File: src/rtl/gamepad_report_encoder.sv
// Gamepad front end: synchronise and debounce the button pins, encode a signed X/Y
// delta plus action bits, and emit the report in parallel or as a parity-framed serial stream.
module gamepad_report_encoder #(
  parameter int COORD_W    = 8,
  parameter int NUM_OP     = 4,
  parameter int STEP       = 1,
  parameter int DEB_CYCLES = 4,
  parameter int BAUD_DIV   = 4
) (
  input  logic               clk,
  input  logic               reset,
  input  logic               mode,
  input  logic [3:0]         dir_in,
  input  logic [NUM_OP-1:0]  op_in,
  output logic [COORD_W-1:0] coord_p,
  output logic [NUM_OP-1:0]  op_p,
  output logic               par_valid,
  output logic               conflict,
  output logic               ser_out,
  output logic               ser_busy
);

  localparam int VEC_W  = NUM_OP + 4;
  localparam int HALF   = COORD_W / 2;
  localparam int PAY_W  = COORD_W + NUM_OP;
  localparam int DEB_W  = $clog2(DEB_CYCLES + 1);
  localparam int BAUD_W = (BAUD_DIV > 1) ? $clog2(BAUD_DIV) : 1;
  localparam int BIT_W  = $clog2(PAY_W);
  localparam logic [HALF-1:0] STEP_V = HALF'(STEP);

  typedef enum logic [2:0] {
    S_IDLE,
    S_START,
    S_DATA,
    S_PARITY,
    S_STOP
  } tx_state_e;

  logic [VEC_W-1:0] sync1, sync2, sync_prev, deb;
  logic [DEB_W-1:0] deb_cnt;
  logic             deb_loaded;
  logic             rpt_evt;

  // NOTE: every clocked block uses non-blocking assignments so all registers
  // sample pre-edge values; a blocking assignment here would collapse the sync chain.
  always_ff @(posedge clk or negedge reset) begin
    if (!reset) begin
      sync1      <= '0;
      sync2      <= '0;
      sync_prev  <= '0;
      deb        <= '0;
      deb_cnt    <= '0;
      deb_loaded <= 1'b0;
    end else begin
      sync1      <= {op_in, dir_in};
      sync2      <= sync1;
      sync_prev  <= sync2;
      deb_loaded <= 1'b0;
      if (sync2 != sync_prev) begin
        deb_cnt <= '0;
      end else if (sync2 != deb) begin
        if (deb_cnt == DEB_W'(DEB_CYCLES - 1)) begin
          deb        <= sync2;
          deb_cnt    <= '0;
          deb_loaded <= 1'b1;
        end else begin
          deb_cnt <= deb_cnt + DEB_W'(1);
        end
      end else begin
        deb_cnt <= '0;
      end
    end
  end

  // Opposing directions cancel; dir bits are {D,U,R,L}.
  logic [HALF-1:0] x_d, y_d;
  logic            conflict_d;

  // NOTE: each always_comb output gets a default first, so no path can infer a latch.
  always_comb begin
    x_d        = '0;
    y_d        = '0;
    conflict_d = (deb[0] & deb[1]) | (deb[2] & deb[3]);
    if (deb[1] && !deb[0]) x_d = STEP_V;
    else if (deb[0] && !deb[1]) x_d = -STEP_V;
    if (deb[2] && !deb[3]) y_d = STEP_V;
    else if (deb[3] && !deb[2]) y_d = -STEP_V;
  end

  always_ff @(posedge clk or negedge reset) begin
    if (!reset) begin
      coord_p   <= '0;
      op_p      <= '0;
      par_valid <= 1'b0;
      conflict  <= 1'b0;
      rpt_evt   <= 1'b0;
    end else begin
      par_valid <= deb_loaded & ~mode;
      rpt_evt   <= deb_loaded;
      conflict  <= conflict_d;
      if (deb_loaded) begin
        coord_p <= {x_d, y_d};
        op_p    <= deb[VEC_W-1:4];
      end
    end
  end

  tx_state_e         state;
  logic [PAY_W-1:0]  shreg;
  logic              par_bit;
  logic              pending;
  logic [BAUD_W-1:0] baud_cnt;
  logic [BIT_W-1:0]  bit_cnt;
  logic              start_req;

  // coord_p/op_p always hold the newest report, so they double as the pending snapshot.
  assign start_req = mode & (pending | rpt_evt);

  always_ff @(posedge clk or negedge reset) begin
    if (!reset) begin
      state    <= S_IDLE;
      shreg    <= '0;
      par_bit  <= 1'b0;
      pending  <= 1'b0;
      baud_cnt <= '0;
      bit_cnt  <= '0;
      ser_out  <= 1'b1;
      ser_busy <= 1'b0;
    end else if (state == S_IDLE) begin
      pending <= 1'b0;
      if (mode && rpt_evt) begin
        shreg    <= {op_p, coord_p};
        par_bit  <= ^{op_p, coord_p};
        baud_cnt <= '0;
        ser_out  <= 1'b0;
        ser_busy <= 1'b1;
        state    <= S_START;
      end
    end else begin
      pending <= mode & (pending | rpt_evt);
      if (baud_cnt != BAUD_W'(BAUD_DIV - 1)) begin
        baud_cnt <= baud_cnt + BAUD_W'(1);
      end else begin
        baud_cnt <= '0;
        case (state)
          S_START: begin
            ser_out <= shreg[0];
            shreg   <= shreg >> 1;
            bit_cnt <= '0;
            state   <= S_DATA;
          end
          S_DATA: begin
            if (bit_cnt == BIT_W'(PAY_W - 1)) begin
              ser_out <= par_bit;
              state   <= S_PARITY;
            end else begin
              ser_out <= shreg[0];
              shreg   <= shreg >> 1;
              bit_cnt <= bit_cnt + BIT_W'(1);
            end
          end
          S_PARITY: begin
            ser_out <= 1'b1;
            state   <= S_STOP;
          end
          S_STOP: begin
            pending <= 1'b0;
            if (start_req) begin
              shreg   <= {op_p, coord_p};
              par_bit <= ^{op_p, coord_p};
              ser_out <= 1'b0;
              state   <= S_START;
            end else begin
              ser_out  <= 1'b1;
              ser_busy <= 1'b0;
              state    <= S_IDLE;
            end
          end
          default: begin
            ser_out  <= 1'b1;
            ser_busy <= 1'b0;
            state    <= S_IDLE;
          end
        endcase
      end
    end
  end

endmodule

File: config.mk
export PLATFORM = sky130hd
export DESIGN_NAME = gamepad_report_encoder
export DESIGN_NICKNAME = d
export VERILOG_FILES = /design/src/rtl/gamepad_report_encoder.sv
export SDC_FILE = /design/constraint.sdc
export NUM_CORES = 1
export LEC_CHECK = 0
export BUFFER_PORTS_ARGS = -buffer_cell sky130_fd_sc_hd__buf_2
export CORE_ASPECT_RATIO = 0.7
export CORE_MARGIN = 1.5
export CORE_UTILIZATION = 58
export CTS_CLUSTER_DIAMETER = 50
export DETAILED_ROUTE_END_ITERATION = 8
export PLACE_DENSITY = 0.85
export SLEW_MARGIN = 10
export SYNTH_ARGS = -nofsm -noshare
export SYNTH_HDL_FRONTEND = slang
export SYNTH_SLANG_ARGS = --single-unit
export TNS_END_PERCENT = 50
File: constraint.sdc
create_clock -name clk -period 2.5 [get_ports clk]
set_input_delay 0.25 -clock clk [delete_from_list [all_inputs] [get_ports clk]]
set_output_delay 0.25 -clock clk [all_outputs]
set_load 0.05 [all_outputs]
==> results of run 1 <==
[report_power, final]
part           switching, mW  internal [mW]
combinational         0.0341         0.0273
clock                  0.431          0.365
sequential            0.0144           1.18
total                  0.479           1.58
[cell families (layout without fill, tap and decap cells)]
family | after synthesis | count (layout) | synth area share [%]
multiplexers | 30 | 30 | 10.8
adder cells (fa/ha/maj) | 7 | 7 | 2.83
buffers and inverters | 22 | 63 | 3.31
XOR/XNOR | 23 | 23 | 6.51
AND/OR/NAND/NOR | 62 | 62 | 9.58
flip-flops | 72 | 72 | 58.2
AO/OA/AOI/OAI | 40 | 40 | 8.77
[metrics by stage]
stage	area, um^2	hold WS [ns]
after floorplan	3100	-0.0456
after global placement	3310	0.331
after detailed placement	3310	0.336
after CTS	3530	0.00151
after global routing	3540	0.00287
final	3540	-0.00839
[final cells by class]
class	instances	area share [%]
Clock buffer	10	3.60
Clock inverter	6	1.27
Sequential cell	72	50.9
Multi-Input combinational cell	162	33.6
Inverter	8	0.848
Timing Repair Buffer	39	7.21
Tap cell	72	2.54
[flip-flops by register name (all words and copies together), names as in the netlist, 4 cells and up]
| name | cells |
|---|---|
| sync2 | 8 |
| sync1 | 8 |
| deb | 8 |
| shreg | 12 |
| coord_p | 4 |
| bit_cnt | 4 |
| sync_prev | 8 |
| op_p | 4 |
[path summary, 6_finish.rpt]
kind                                          endpoint  cells after the start
worst max-delay path              shreg[1]$_DFFE_PN0P_                      5
worst min-delay path            bit_cnt[2]$_DFFE_PN0P_                      1
worst max register to register    shreg[1]$_DFFE_PN0P_                      5
worst min register to register      sync2[6]$_DFF_PN0_                      0
max in group asynchronous           deb[7]$_DFFE_PN0P_                      2
min in group clk                    sync1[6]$_DFF_PN0_                      1
[layer usage]
layer	wire length, um	vias to the layer above
li1	-	955
met1	2630	974
met2	2480	54
met3	304	11
met4	89	0
met5	0	-
[synthesized netlist by cell type, drive strengths merged, types with 2 or more instances]
library cell,number
o31ai,2
nor3b,2
nor4,4
nand2,32
mux2,27
nand2b,4
o21ai,15
nor3,3
a21oi,10
mux2i,3
o32a,2
a41oi,2
ha,7
clkbuf,7
inv,8
nand3,3
xnor2,14
dfrtp,71
nor2,6
or2,3
a211o,2
xor2,9
buf,7
nand4,2
==> flow_summary_export.csv, run 1 <==
group,metric,value,unit
setup_path,cp.required,2.72,ns
setup_path,end_kind,"flip-flop",
die,core_area,5200,um^2
setup_path,cp-start-kind,"flip-flop",
global_routing,use_met3,7.50,%
run_status,status,"finished, violations left",
setup_path,startpoint,"state[2]$_DFFE_PN0P_",
synthesis,seq_area_frac_synth,58.2,%
setup_path,cpMostUsedCell,"mux2_2",
global_routing,grt_pass1_wl,9600,um
die,die_y,64.1,um
synthesis,synth_cells,256,
finish,final_cell_mix,"dfrtp_1, nand2_1, mux2_2, buf_2, o21ai_0",
clock_tree,cts.repair.resized,0,
global_routing,antenna_found_initial,0,
sta,setup_viol,0,
finish,final_common_cell,"dfrtp_1",
sta,max_freq,479,MHz
setup_path,path_delay_family,"multiplexers",
setup_path,cpPeakStageDelay,0.52,ns
finish,post-route-util,68.1,%
finish,drive_above_1_share,27.3,%
clock_tree,cts_setup_buffers,0,
synthesis,syn-num-nets,274,
placement,portBuffers,26,
synthesis,yosys_most_used_dff,"dfrtp_1",
finish,multi_input_area,1190,um^2
finish,antenna_cells,0,
routing,drt-total-wl,5500,um
synthesis,post_synth_num_cell_types,42,
setup_path,r2r_slack,0.41,ns
synthesis,synth_edf_count,0,
sta,slew_headroom,46.1,%
sta,clock_skew,0.00879,ns
placement,dp_hpwl,3730,um
sta,layout_setup_ws,0.414,ns
setup_path,crit_fanout,13,
synthesis,yosysWarnings,0,
placement,place_ws,0.429,ns
global_routing,gr-max-usage-layer,"met2",
setup_path,path_cells,"nor3_2 > mux2_2 > a21oi_2 > buf_4 > mux2_2",
power_and_ir_drop,power_density,580,nW/um^2
min_path,hold_class,"input port to async pin",
global_routing,grt_use_met2,32.1,%
routing,drtPass1Iterations,4,
die,die_x,90.3,um
global_routing,gr-usage-all-layers,21.9,%
routing,ant_nets,0,
routing,wl_per_cell,14.9,um
synthesis,async_flop_share,100,%
placement,dp.cells,347,
power_and_ir_drop,p_total,2.05,mW
clock_tree,cts_buffers,9,
synthesis,synth_area_leaders,"dfrtp_1, mux2_2, xnor2_1",
finish,final_cell_count_no_fill,369,
job,maxCapViolations,0,
run_status,violations,"hold timing",
clock_tree,cts.htree.levels,3,
synthesis,ys_ff_latch,72,
routing,drt_iter0_markers,82,
routing,route.detailed.drc,0,
power_and_ir_drop,ir_drop,0.333,mV
die,pin_count,27,
global_routing,grt_pass1_vias,2018,
sta,worst_pin_slew,0.809,ns
routing,dr_total_vias,1994,
die,die_area,5790,um^2
clock_tree,clock_path_buffers,2,
die,rows,22,
finish,regArea,1800,um^2
sta,post-route-min-period,2.09,ns
finish,syn_to_final_growth,14.4,%
sta,holdWs,-0.00839,ns
sta,hold_violations,9,
finish,nNetsFinal,310,
finish,n_fill_cell,365,
placement,gp_congestion,0.829,
global_routing,grt.overflow.total,0,
clock_tree,clkLatencyLatePin,0.34,ns
synthesis,avgSynthCellArea,12.1,um^2
sta,drv_slew,0,
global_routing,met1_usage,29.7,%
sta,fin_crit_sh,83.4,%
clock_tree,cts_sinks,72,
synthesis,syn_area,3100,um^2
setup_path,arrival,2.31,ns
setup_path,worstSetupPathType,"flip-flop to flip-flop",
die,start_util,59.5,%
clock_tree,clkSlewWorstSetupHoldPaths,0.08,ns
synthesis,synth_top_area_share,57.4,%
power_and_ir_drop,p_leak,1.73,nW
setup_path,worstPathBufferInverterCount,1,
sta,rsz0062_at_grt,"no",
routing,via_per_inst,5.40,
setup_path,worst_path_max_delay_cell,"dfrtp_1",
synthesis,yosys.area.top_type,"dfrtp_1",
clock_tree,cts_root_buf,"clkbuf_8",
setup_path,r2r-start,"state[2]$_DFFE_PN0P_",
clock_tree,holdBufCountCts,5,
clock_tree,cts_tree,"yes",
sta,setup_tns,0,ns
global_routing,grt_max_degree,38,
Note: power is estimated with default switching activity, not from simulation.
==> run 2: changes to the inputs <==
- ABC_AREA: unset -> 1
- CORE_UTILIZATION: 58 -> 59
- PLACE_DENSITY: 0.85 -> 0.86
- clock period: 2.5 -> 2.1 ns (I/O delays scaled with it)
==> run 2 against run 1 <==
  * The run now ends clean
  * Critical path depth up 3
  * Synthesized area rose by 5.4%
  * Synthesized cell count rose by 34%
  * Utilization increased by 3.1 points
  * Via count up 18%
  * Cell count increased by 25%
==> flow_summary_export.csv, run 2 <==
group,metric,value,unit
run_status,status,"completed",
routing,wl_per_cell,12.8,um
die,die_y,65.2,um
finish,nNetsFinal,404,
synthesis,syn_area,3260,um^2
synthesis,synth_area_leaders,"dfrtp_1, nand2_1, inv_1",
power_and_ir_drop,p_leak,1.97,nW
sta,rsz0062_at_grt,"no",
synthesis,async_flop_share,100,%
sta,hold_violations,0,
finish,final_common_cell,"nand2_1",
die,rows,22,
finish,drive_above_1_share,21.0,%
routing,dr_total_vias,2348,
sta,max_freq,556,MHz
sta,holdWs,0.108,ns
power_and_ir_drop,ir_drop,0.529,mV
setup_path,crit_fanout,24,
clock_tree,cts.htree.levels,3,
synthesis,synth_edf_count,0,
finish,n_fill_cell,399,
sta,layout_setup_ws,0.300,ns
synthesis,post_synth_num_cell_types,33,
clock_tree,cts_root_buf,"clkbuf_8",
synthesis,synth_cells,344,
routing,route.detailed.drc,0,
setup_path,end_kind,"flip-flop",
finish,regMostFlops,"shreg",
global_routing,antenna_found_initial,0,
clock_tree,clkSlewWorstSetupHoldPaths,0.07,ns
finish,largest_reg_flops,12,
routing,drtPass1Iterations,4,
synthesis,avgSynthCellArea,9.49,um^2
clock_tree,clock_path_buffers,2,
clock_tree,clkLatencyLatePin,0.36,ns
sta,clock_skew,0.00888,ns
die,die_x,91.9,um
clock_tree,cts_sinks,72,
routing,drt_iter0_markers,93,
clock_tree,cts_tree,"yes",
placement,dp.cells,438,
finish,antenna_cells,0,
die,core_area,5290,um^2
job,maxCapViolations,0,
routing,drt-total-wl,5920,um
setup_path,worstSetupPathType,"flip-flop to flip-flop",
sta,drv_slew,0,
clock_tree,cts_buffers,9,
global_routing,grt.overflow.total,0,
sta,worst_pin_slew,0.444,ns
synthesis,ys_ff_latch,72,
min_path,hold_class,"input port to flip-flop",
routing,via_per_inst,5.07,
sta,setup_tns,0,ns
synthesis,yosysMostFrequentCell,"nand2_1",
synthesis,yosys-top-cells-count,"nand2_1, dfrtp_1, inv_1, nor2_1, o21ai_0",
die,start_util,61.7,%
power_and_ir_drop,power_density,699,nW/um^2
synthesis,synth_top_area_share,54.4,%
placement,place_ws,0.332,ns
finish,syn_to_final_growth,15.3,%
placement,portBuffers,26,
finish,final_cell_mix,"nand2_1, dfrtp_1, inv_1",
setup_path,cp.required,2.33,ns
finish,final_cell_count_no_fill,463,
clock_tree,cts_setup_buffers,0,
global_routing,grt_pass1_vias,2248,
sta,fin_crit_sh,85.7,%
global_routing,grt_max_degree,73,
setup_path,cp-start-kind,"flip-flop",
global_routing,grt_pass1_wl,10300,um
synthesis,seq_area_frac_synth,55.3,%
sta,slew_headroom,70.1,%
sta,setup_viol,0,
synthesis,yosysWarnings,0,
synthesis,syn-num-nets,362,
synthesis,yosys.area.top_type,"dfrtp_1",
routing,ant_nets,0,
placement,gp_congestion,0.895,
setup_path,arrival,2.03,ns
die,die_area,5990,um^2
die,pin_count,27,
synthesis,yosys_most_used_dff,"dfrtp_1",
sta,post-route-min-period,1.80,ns
placement,dp_hpwl,4280,um
power_and_ir_drop,p_total,2.63,mW
global_routing,gr-usage-all-layers,22.9,%
-- run 2: cell count changes in the layout (fill, tap and decap cells not counted), moves of 3 or more --
| cell | before | now |
|---|---|---|
| nand2b_1 | 4 | 0 |
| buf_4 | 6 | 3 |
| nor4_1 | 4 | 0 |
| dlygate4sd3_1 | 6 | 9 |
| inv_1 | 8 | 36 |
| nand2_1 | 32 | 102 |
| xnor2_1 | 14 | 9 |
| nand2_2 | 0 | 10 |
| nand3_1 | 3 | 8 |
| nor2_1 | 6 | 19 |
| mux2_2 | 26 | 0 |
| xor2_1 | 9 | 5 |
| nand4_1 | 2 | 8 |
| o21ai_2 | 0 | 12 |
-- run 2: power by group --
part / switching (mW) / total (mW) / internal [mW]
logic: 0.0558 / 0.0929 / 0.0372
clock network: 0.524 / 1.11 / 0.584
registers: 0.0175 / 1.43 / 1.41
total: 0.598 / 2.63 / 2.03
-- run 2: kinds of logic (layout without fill, tap and decap cells) --
group	Yosys count	after routing	share of synthesized area (%)
AND/OR/NAND/NOR	159	159	22.6
flip-flops	72	72	55.3
XOR/XNOR	14	14	3.76
AO/OA/AOI/OAI	40	40	7.75
adder cells (fa/ha/maj)	7	7	2.68
buffers and inverters	47	94	6.44
multiplexers	5	5	1.53
-- run 2: path summary, 6_finish.rpt --
kind	start	to	slack, ns	cells past startpoint
max	state[2]$_DFFE_PN0P_	shreg[1]$_DFFE_PN0P_	0.30	8
min	mode	par_valid$_DFF_PN0_	0.11	2
max reg2reg	state[2]$_DFFE_PN0P_	shreg[1]$_DFFE_PN0P_	0.30	8
min reg2reg	sync1[3]$_DFF_PN0_	sync2[3]$_DFF_PN0_	0.35	0
max in group asynchronous	reset	shreg[2]$_DFFE_PN0P_	1.39	3
min in group asynchronous	reset	pending$_DFF_PN0_	0.39	3
-- run 2: repair_timing --
action,in CTS,in global routing
resized for setup,0,0
hold buffers,9,0
hold endpoints to repair,79,0
-- run 2: critical path, cell delays in order, from the launching register on --
cell and delay (ns):
dfrtp_1 0.49, nor2_1 0.24, nand2_2 0.13, nand2_1 0.13, inv_2 0.06, nand2_2 0.07
nand3_4 0.30, nand2_1 0.18, o21ai_2 0.07
-- run 2: cell type report --
cell class | instances | area (um^2) | share of cell area [%]
Clock buffer | 10 | 138 | 3.66
Clock inverter | 6 | 68.8 | 1.83
Inverter | 39 | 149 | 3.96
Multi-Input combinational cell | 225 | 1250 | 33.2
Sequential cell | 72 | 1800 | 47.9
Tap cell | 72 | 90.1 | 2.40
Timing Repair Buffer | 39 | 263 | 6.99
-- run 2: per-stage QoR --
step	area, um^2	util (%)
detailed placement	3460	65.6
CTS	3760	71.2
finish	3760	71.2
global route	3760	71.2
floorplan	3260	-
global placement	3460	65.6
-- run 2: layer usage --
metal | vias to the layer above | wire length [um] | global-route usage (%)
met3 | 13 | 319 | 6.60
li1 | 1170 | - | -
met4 | 0 | 129 | 10.2
met2 | 56 | 2580 | 34.4
met5 | - | 0 | 0
met1 | 1109 | 2890 | 31.1
==> run 3: changes to the inputs <==
- CORE_ASPECT_RATIO: 0.7 -> 1.75
- clock period: 2.1 -> 1.75 ns (I/O delays scaled with it)
==> run 3 against run 2 <==
  * Sequential power grew 20%
  * Fmax grew 8.1%
  * Clock skew is essentially flat
  * Clock power grew 37%
  * Critical path type unchanged
  * Count of clock-buffer cells in the layout grew 2
  * Largest cell class unchanged
  * Hold slack lost 0.029 ns
==> flow_summary_export.csv, run 3 (synthesis gave the netlist of run 2 again) <==
group,metric,value,unit
run_status,status,"completed",
power_and_ir_drop,clock_power_share,45.5,%
sta,clock_skew,0.00898,ns
placement,gp_congestion,0.864,
setup_path,arrival,1.90,ns
setup_path,path_cells,"nor2_1 > nand2_2 > nand2_1 > inv_2 > nand2_2 > nand3_4 > buf_12 > nand2_2 > o21ai_2",
job,maxCapViolations,0,
min_path,min_to,"par_valid$_DFF_PN0_",
global_routing,gr-usage-all-layers,23.2,%
global_routing,grt_max_degree,73,
power_and_ir_drop,ir_drop,0.759,mV
clock_tree,cts_root_buf,"clkbuf_8",
clock_tree,cts.htree.levels,3,
sta,setup_tns,0,ns
min_path,hold_start,"mode",
power_and_ir_drop,p_seq_share,51.2,%
setup_path,cpPeakStageDelay,0.45,ns
sta,holdWs,0.0791,ns
global_routing,grt_pass1_wl,10200,um
finish,regArea,1800,um^2
sta,max_freq,601,MHz
finish,largest_reg_flops,12,
routing,drt_iter0_markers,125,
power_and_ir_drop,switching_power,689,uW
power_and_ir_drop,pwr-share-comb,3.3,%
min_path,hold_class,"input port to flip-flop",
finish,drive_above_1_share,21.9,%
setup_path,worstReg2RegEnd,"shreg[11]$_DFFE_PN0P_",
setup_path,reg2regPathDepth,9,
routing,wl_per_cell,13.2,um
finish,n_fill_cell,401,
finish,final_cell_count_no_fill,467,
sta,rsz0062_at_grt,"yes",
sta,slew_headroom,75.3,%
setup_path,worst_path_max_delay_cell,"dfrtp_1",
placement,dp_hpwl,4360,um
clock_tree,clkSlewWorstSetupHoldPaths,0.08,ns
routing,drtPass1Iterations,4,
finish,regMostFlops,"shreg",
routing,via_per_inst,5.14,
finish,multi_input_area,1250,um^2
power_and_ir_drop,p_int,2.66,mW
die,pin_count,27,
placement,dp.cells,442,
setup_path,r2r-start,"state[0]$_DFFE_PN0P_",
routing,ant_nets,0,
finish,antenna_cells,0,
clock_tree,cts_sinks,72,
setup_path,crit_fanout,16,
clock_tree,cts_buffers,9,
sta,fin_crit_sh,95.1,%
routing,drt-total-wl,6180,um
die,die_area,6000,um^2
clock_tree,clock_path_buffers,2,
setup_path,r2r_slack,0.09,ns
power_and_ir_drop,power_density,873,nW/um^2
clock_tree,cts_setup_buffers,0,
sta,drv_slew,0,
placement,portBuffers,26,
finish,final_cell_mix,"nand2_1, dfrtp_1, inv_1",
finish,nNetsFinal,406,
sta,hold_violations,0,
finish,final_common_cell,"nand2_1",
finish,syn_to_final_growth,17.4,%
die,die_y,101,um
clock_tree,cts_tree,"yes",
setup_path,end_kind,"flip-flop",
global_routing,grt.overflow.total,0,
die,die_x,59.2,um
die,core_area,5300,um^2
die,start_util,61.6,%
global_routing,grt_pass1_vias,2348,
global_routing,antenna_found_initial,0,
routing,route.detailed.drc,0,
sta,post-route-min-period,1.66,ns
setup_path,cp.required,1.99,ns
setup_path,startpoint,"state[0]$_DFFE_PN0P_",
setup_path,worstSetupPathType,"flip-flop to flip-flop",
setup_path,cpMostUsedCell,"nand2_2",
setup_path,cp-start-kind,"flip-flop",
sta,worst_pin_slew,0.371,ns
die,rows,35,
clock_tree,clkLatencyLatePin,0.35,ns
power_and_ir_drop,p_sw_share,20.6,%
power_and_ir_drop,p_total,3.35,mW
power_and_ir_drop,p_leak,2.00,nW
sta,setup_viol,0,
min_path,min_path_cells,2,
routing,dr_total_vias,2402,
-- run 3: changes by cell type in the layout (fill, tap and decap cells not counted), sizes merged --
cell / before / now
clkbuf: 10 / 12
buf: 30 / 32
clkinv: 4 / 0
bufinv: 1 / 2
clkinvlp: 1 / 2
-- run 3: what timing repair did --
item,4_1_cts,5_1_grt
hold buffers,9,0
endpoints found under the hold margin,79,0
gates resized for setup,0,2
setup endpoints to repair,0,9
-- run 3: final cells by class --
type                            instances  share of cell area (%)
Clock buffer                           12                    4.31
Clock inverter                          4                    1.96
Inverter                               39                    3.89
Multi-Input combinational cell        225                    32.8
Sequential cell                        72                    47.1
Tap cell                               74                    2.42
Timing Repair Buffer                   41                    7.58
-- run 3: worst max-delay path by stage --
stage,to,slack (ns),depth (start not counted)
6_report,shreg[11]$_DFFE_PN0P_,0.09,9
5_1_grt,shreg[6]$_DFFE_PN0P_,-0.01,9
3_3_place_gp,shreg[10]$_DFFE_PN0P_,0.20,8
3_5_place_dp,shreg[6]$_DFFE_PN0P_,0.12,8
4_1_cts,shreg[6]$_DFFE_PN0P_,0.09,8
2_1_floorplan,shreg[4]$_DFFE_PN0P_,0.24,9
-- run 3: critical path: cells and delay by family (launching register included) --
family                 cells  cell delay, ns
AND/OR/NAND/NOR            6            0.77
flip-flops                 1            0.45
AO/OA/AOI/OAI              1            0.06
buffers and inverters      2            0.27
-- run 3: through the flow --
| step | setup WS [ns] | instance area [um^2] | util [%] |
|---|---|---|---|
| 2_1_floorplan | 0.244 | 3260 | - |
| 3_3_place_gp | 0.199 | 3490 | 66.0 |
| 3_5_place_dp | 0.118 | 3490 | 66.0 |
| 4_1_cts | 0.0897 | 3820 | 72.2 |
| 5_1_grt | -0.0124 | 3830 | 72.3 |
| 6_report | 0.0850 | 3830 | 72.3 |
-- run 3: power groups by stage --
stage	combinational, mW	sequential, mW	clock, mW
CTS	0.114	1.71	1.55
global route	0.127	1.72	1.61
global placement	0.0959	1.74	0
floorplan	0.0396	1.74	0
finish	0.111	1.71	1.52
detailed placement	0.0988	1.75	0
-- run 3: metal layers --
metal / GRT usage [%] / routed length, um / vias up
met5: 0 / 0 / -
met4: 13.6 / 244 / 0
met1: 23.4 / 2310 / 1140
li1: - / - / 1171
met2: 40.9 / 3400 / 69
met3: 6.26 / 214 / 22
